**src/rtl/tilt_pkg.sv**
```systemverilog
// Shared types and default tuning constants for the tilt-to-move controller.
package tilt_pkg;

  typedef enum logic [1:0] {
    StIdle,
    StPos,
    StNeg
  } axis_state_e;

  localparam int          DefDeadZone   = 64;
  localparam int          DefHyst       = 16;
  localparam int unsigned DefRepeatCyc  = 2500000;
  localparam int unsigned DefDebounceCyc = 500000;

endpackage

```
**src/rtl/tilt_axis.sv**
```systemverilog
// One accelerometer axis: moving-average filter, IDLE/POS/NEG hysteresis FSM and step pulses.
// Define TILT_AUTOREPEAT_EN to re-pulse every RepeatCyc clocks while an axis stays tilted.
module tilt_axis
  import tilt_pkg::*;
#(
  parameter int unsigned DataW     = 16,
  parameter int unsigned AvgLog2   = 2,
  parameter int          DeadZone  = DefDeadZone,
  parameter int          Hyst      = DefHyst,
  parameter int unsigned RepeatCyc = DefRepeatCyc
) (
  input  logic                    clk_i,
  input  logic                    rst_ni,
  input  logic                    enable_i,
  input  logic                    sample_valid_i,
  input  logic signed [DataW-1:0] sample_i,
  output logic signed [DataW-1:0] filt_o,
  output logic                    filt_valid_o,
  output logic                    pos_o,
  output logic                    neg_o
);

  localparam int unsigned Depth = 1 << AvgLog2;
  localparam int unsigned SumW  = DataW + AvgLog2;
  localparam int unsigned PtrW  = (AvgLog2 > 0) ? AvgLog2 : 1;
  localparam int          Enter = DeadZone + Hyst;

  logic signed [DataW-1:0] buf_q [Depth];
  logic [PtrW-1:0]         ptr_q, ptr_d;
  logic signed [SumW-1:0]  sum_q, sum_d;
  logic signed [DataW-1:0] filt_q, filt_d;
  logic                    filt_valid_q;
  axis_state_e             state_q, state_d;
  logic                    pos_q, pos_d, neg_q, neg_d;

  // Sign-extended add/subtract; SumW leaves room for a full window of extreme samples.
  always_comb begin
    sum_d  = sum_q + SumW'(sample_i) - SumW'(buf_q[ptr_q]);
    filt_d = DataW'(sum_d >>> AvgLog2);
    ptr_d  = (Depth == 1) ? '0 : ptr_q + 1'b1;
  end

  always_ff @(posedge clk_i or negedge rst_ni) begin
    if (!rst_ni) begin
      for (int i = 0; i < Depth; i++) buf_q[i] <= '0;
      ptr_q        <= '0;
      sum_q        <= '0;
      filt_q       <= '0;
      filt_valid_q <= 1'b0;
    end else begin
      filt_valid_q <= sample_valid_i;
      if (sample_valid_i) begin
        buf_q[ptr_q] <= sample_i;
        ptr_q        <= ptr_d;
        sum_q        <= sum_d;
        filt_q       <= filt_d;
      end
    end
  end

`ifdef TILT_AUTOREPEAT_EN
  localparam int unsigned RepW = $clog2(RepeatCyc + 1);
  logic [RepW-1:0] rep_cnt_q, rep_cnt_d;
`endif

  always_comb begin
    state_d = state_q;
    pos_d   = 1'b0;
    neg_d   = 1'b0;
    if (!enable_i) begin
      state_d = StIdle;
    end else if (filt_valid_q) begin
      case (state_q)
        StIdle: begin
          if (filt_q > Enter) begin
            state_d = StPos;
            pos_d   = 1'b1;
          end else if (filt_q < -Enter) begin
            state_d = StNeg;
            neg_d   = 1'b1;
          end
        end
        StPos:   if (filt_q < DeadZone) state_d = StIdle;
        StNeg:   if (filt_q > -DeadZone) state_d = StIdle;
        default: state_d = StIdle;
      endcase
    end
`ifdef TILT_AUTOREPEAT_EN
    // Counter restarts on any state change so the first repeat lands RepeatCyc after entry.
    rep_cnt_d = '0;
    if (state_d == state_q && state_q != StIdle) begin
      if (rep_cnt_q == RepW'(RepeatCyc - 1)) begin
        pos_d = (state_q == StPos);
        neg_d = (state_q == StNeg);
      end else begin
        rep_cnt_d = rep_cnt_q + 1'b1;
      end
    end
`endif
  end

  always_ff @(posedge clk_i or negedge rst_ni) begin
    if (!rst_ni) begin
      state_q <= StIdle;
      pos_q   <= 1'b0;
      neg_q   <= 1'b0;
    end else begin
      state_q <= state_d;
      pos_q   <= pos_d;
      neg_q   <= neg_d;
    end
  end

`ifdef TILT_AUTOREPEAT_EN
  always_ff @(posedge clk_i or negedge rst_ni) begin
    if (!rst_ni) rep_cnt_q <= '0;
    else         rep_cnt_q <= rep_cnt_d;
  end
`endif

  assign filt_o       = filt_q;
  assign filt_valid_o = filt_valid_q;
  assign pos_o        = pos_q;
  assign neg_o        = neg_q;

endmodule

```
**src/rtl/tilt_move_ctrl.sv**
```systemverilog
// Tilt-to-move controller: per-axis filtered step pulses plus a debounced fire button.
// Define TILT_AUTOREPEAT_EN to enable auto-repeat of step pulses while tilted.
module tilt_move_ctrl
  import tilt_pkg::*;
#(
  parameter int unsigned NUM_AXES     = 2,
  parameter int unsigned DATA_W       = 16,
  parameter int unsigned AVG_LOG2     = 2,
  parameter int          DEAD_ZONE    = DefDeadZone,
  parameter int          HYST         = DefHyst,
  parameter int unsigned REPEAT_CYC   = DefRepeatCyc,
  parameter int unsigned DEBOUNCE_CYC = DefDebounceCyc
) (
  input  logic                       iCLK,
  input  logic                       iRSTN,
  input  logic                       iSAMPLE_VALID,
  input  logic [NUM_AXES*DATA_W-1:0] iSAMPLE_DATA,
  input  logic                       iENABLE,
  input  logic                       iFIRE_N,
  output logic [NUM_AXES-1:0]        oPOS,
  output logic [NUM_AXES-1:0]        oNEG,
  output logic                       oFIRE,
  output logic [NUM_AXES*DATA_W-1:0] oFILT,
  output logic                       oFILT_VALID
);

  logic [NUM_AXES-1:0] filt_valid;

  for (genvar k = 0; k < NUM_AXES; k++) begin : g_axis
    tilt_axis #(
      .DataW    (DATA_W),
      .AvgLog2  (AVG_LOG2),
      .DeadZone (DEAD_ZONE),
      .Hyst     (HYST),
      .RepeatCyc(REPEAT_CYC)
    ) u_axis (
      .clk_i         (iCLK),
      .rst_ni        (iRSTN),
      .enable_i      (iENABLE),
      .sample_valid_i(iSAMPLE_VALID),
      .sample_i      (iSAMPLE_DATA[k*DATA_W +: DATA_W]),
      .filt_o        (oFILT[k*DATA_W +: DATA_W]),
      .filt_valid_o  (filt_valid[k]),
      .pos_o         (oPOS[k]),
      .neg_o         (oNEG[k])
    );
  end

  // All axes share the same strobe, so any lane represents the update.
  assign oFILT_VALID = filt_valid[0];

  localparam int unsigned DbW = $clog2(DEBOUNCE_CYC + 1);

  logic [1:0]     fire_sync_q;
  logic           fire_stable_q, fire_stable_d;
  logic [DbW-1:0] db_cnt_q, db_cnt_d;
  logic           fire_q, fire_d;

  // A change is accepted only after DEBOUNCE_CYC consecutive cycles at the new level.
  always_comb begin
    fire_stable_d = fire_stable_q;
    db_cnt_d      = '0;
    fire_d        = 1'b0;
    if (fire_sync_q[1] != fire_stable_q) begin
      if (db_cnt_q == DbW'(DEBOUNCE_CYC - 1)) begin
        fire_stable_d = fire_sync_q[1];
        fire_d        = ~fire_sync_q[1];
      end else begin
        db_cnt_d = db_cnt_q + 1'b1;
      end
    end
  end

  always_ff @(posedge iCLK or negedge iRSTN) begin
    if (!iRSTN) begin
      fire_sync_q   <= 2'b11;
      fire_stable_q <= 1'b1;
      db_cnt_q      <= '0;
      fire_q        <= 1'b0;
    end else begin
      fire_sync_q   <= {fire_sync_q[0], iFIRE_N};
      fire_stable_q <= fire_stable_d;
      db_cnt_q      <= db_cnt_d;
      fire_q        <= fire_d;
    end
  end

  assign oFIRE = fire_q;

endmodule

```
**config.mk**
```make
export PLATFORM = sky130hd
export DESIGN_NAME = tilt_move_ctrl
export DESIGN_NICKNAME = d
export VERILOG_FILES = /design/src/rtl/tilt_pkg.sv /design/src/rtl/tilt_axis.sv /design/src/rtl/tilt_move_ctrl.sv
export SDC_FILE = /design/constraint.sdc
export NUM_CORES = 1
export LEC_CHECK = 0
export ABC_CLOCK_PERIOD_IN_PS = 5120
export BUFFER_PORTS_ARGS = -buffer_cell sky130_fd_sc_hd__buf_2
export CORE_MARGIN = 3
export CORE_UTILIZATION = 50
export CTS_BUF_LIST = sky130_fd_sc_hd__clkbuf_4 sky130_fd_sc_hd__clkbuf_8
export CTS_CLUSTER_SIZE = 16
export DETAILED_ROUTE_END_ITERATION = 16
export PLACE_DENSITY = 0.73
export SLEW_MARGIN = 25
export SYNTH_ARGS = -nofsm -noshare
export SYNTH_HDL_FRONTEND = slang
export SYNTH_SLANG_ARGS = --single-unit
```
**constraint.sdc**
```tcl
create_clock -name iCLK -period 5.12 [get_ports iCLK]
set_clock_uncertainty 0.15 [all_clocks]
set_input_delay 0.768 -clock iCLK [delete_from_list [all_inputs] [get_ports iCLK]]
set_output_delay 0.768 -clock iCLK [all_outputs]
set_load 0.05 [all_outputs]
```
==> results.cfg <==
[synthesis]
synth_cell_types = 60
synthesis.nets = 1282
synthArstFlopShare = 1.00
synth_ff_type = dfrtp_1
synth-edff-count = 0
synth_top_cell_by_area = dfrtp_1
yosysSeqAreaShare = 0.437
synth_area_per_cell_um2 = 9.84
synthTopCellsByArea = dfrtp_1 (43%), o21ai_0 (6.5%), mux4_2 (6.3%)
synth_top_area_share = 0.431
synthesis.area_um2 = 11500
netlist_instances = 1164
synth-seq-cells = 200
yosys_warnings = 0

[clocking]
clock_latency_ps = 480
post_cts_buffers = 0
htreeDepth = 4
clkSinkCount = 200
cts_max_path_buffers = 2
cts_tree = done
root_buffer = clkbuf_8
numCtsBuffers = 17
holdBufCountCts = 0
clk_pin_slew_ps = 110
ctsResizeCount = 0

[finish]
drive_above_1_share = 0.144
multiInputGateArea_um2 = 5440
layout.nets = 1300
nFillCells = 1961
antenna_cells = 0
register_area_um2 = 5010
syn_to_final_growth_pct = 6.58

[global_routing]
grt_antenna_before_repair = 0
grt-ovfl-total = 0
grt_max_degree = 110
track_usage = 0.202
grt_pass1_wl_um = 40000
grt_pass1_vias = 7926

[die]
core_area_um2 = 22200
placementRows = 54
die_height_um = 157
die_x_um = 157
io_pins = 75
initial_core_util = 0.517
die_area_um2 = 24800

[sta]
max-slew-margin-rel = 0.343
setup_tns_ps = 0
maxSlewViolCount = 0
holdWs_ps = 214
hold_viol_final = 0
fin_crit_ps = 4230
rsz0062_at_grt = no
fin_crit_sh = 0.826
setup_viol = 0
fmax_mhz = 237
tightest_slew_ps = 984

[setup_path]
path_class = reg -> reg
crit_arrival_ps = 4430
cp-end-kind = flop
path_max_fanout = 10
cp.required_ps = 5330
worstSetupStartpointType = flop

[run]
drv_cap = 0

[run_status]
outcome = finished, final reports clean

[route]
drt.antenna.violating_nets = 0
drc = 0
vias = 7869
wirelength_um = 23600
wire_per_inst_um = 16.0
routed_via_density = 5.33
drtIter0Drc = 436
drtPass1Iterations = 7

[placement]
dp_hpwl_um = 17200
io_buffers = 74
gp_congestion = 0.883

[hold_path]
hp-class = reg -> reg
## through the flow
step	area [um^2]	instances	setup slack [ps]	utilization
finish	12200	1475	893	0.551
global route	12200	1475	663	0.551
CTS	12200	1475	863	0.551
detailed placement	11800	1443	894	0.532
global placement	11800	1443	939	0.532
floorplan	11500	1164	1180	-
## layout make-up
| class | count | area share |
|---|---|---|
| inverter | 145 | 0.0446 |
| tap | 280 | 0.0287 |
| sequential | 200 | 0.410 |
| clock buffer | 18 | 0.0203 |
| multi-input combinational | 736 | 0.446 |
| timing repair buffer | 82 | 0.0370 |
| clock inverter | 14 | 0.0132 |
## logic make-up after synthesis
logic type | share of synthesized area
AOI/OAI and AO/OA | 0.137
xor gates and xnor gates | 0.0329
buffers and inverters | 0.0877
DFF | 0.437
and+or+nand+nor | 0.111
adders and majority gates | 0.111
muxes | 0.0833
## sequential cells by signal, indices dropped and copies added (netlist names)
name	cells
db_cnt_q	19
fire_stable_q	1
fire_sync_q	2
g_axis.u_axis.sum_q	4
g_axis.u_axis.ptr_q	4
g_axis.u_axis.buf_q	128
g_axis.u_axis.filt_o	32
g_axis.u_axis.state_q	4
oFIRE	1
g_axis.u_axis.filt_valid_o	1
g_axis.u_axis.pos_o	2
g_axis.u_axis.neg_o	2
## cells in the final DEF (no fill, tap or decap), types with 5 or more instances in the layout
cell      synthesis  layout
dfrtp_1         197     197
nand2_1         177     176
o21ai_0         148     148
inv_1           145     145
buf_2             5      73
nor2_1           51      51
ha_1             47      47
a21oi_1          37      37
fa_1             34      34
mux4_2           32      32
xnor2_1          24      24
xor2_1           19      19
clkbuf_8          0      19
a21o_1           17      17
nand4_1          16      16
nand3_1          12      12
mux2i_1          12      12
mux2_2           10      10
nor3_1            9       9
or3_1             7       7
o21bai_1          7       7
buf_4            38       7
o21ai_1           5       5
## worst max-delay path, cell delays in order (launching register included)
cell and delay (ps):
dfrtp_1 730, mux4_2 590, fa_1 490, inv_1 70, fa_1 470, a21o_1 200, a21o_1 220, a2111oi_4 450
nor2_2 50, o41a_1 420, xnor2_1 160, mux2i_1 100
## layer usage
metal,share of wire,vias to the layer above,routed length [um],track usage
met2,0.49,116,11600,0.339
met5,0,-,0,0
met3,0.030,37,714,0.0324
met1,0.46,3813,10800,0.272
met4,0.020,0,467,0.0624
li1,-,3903,-,-
## synth_stat cells, drive strengths merged (3+ instances only)
library cell and count:
dfrtp 197, nand2 177, o21ai 153, inv 145, nor2 52, ha 47, buf 43, a21oi 40
clkbuf 40, fa 34, mux4 32, xnor2 24, xor2 19, a21o 18, nand4 16, mux2i 12
nand3 12, mux2 10, nor3 9, o21bai 8, or3 7, a31o 5, o311ai 5, a211o 4
nand2b 4, nor4 4, o21a 4, a221o 3, and3 3, dfstp 3, nand3b 3, o31ai 3
## worst paths after layout
kind	start	end	slack [ps]	cells past startpoint
max	g_axis[0].u_axis.ptr_q[0]	g_axis[0].u_axis.filt_o[10]	890	11
min	fire_sync_q[0]	fire_sync_q[1]	210	0
max reg2reg	g_axis[0].u_axis.ptr_q[0]	g_axis[0].u_axis.filt_o[10]	890	11
min reg2reg	fire_sync_q[0]	fire_sync_q[1]	210	0
max in group asynchronous	iRSTN	g_axis[1].u_axis.buf_q[23]	3570	2
min in group asynchronous	iRSTN	g_axis[0].u_axis.buf_q[49]	230	1
Power is left out: the tool's default activity adds up to more than one toggle a clock period on the data nets, which glitch-free logic cannot reach.
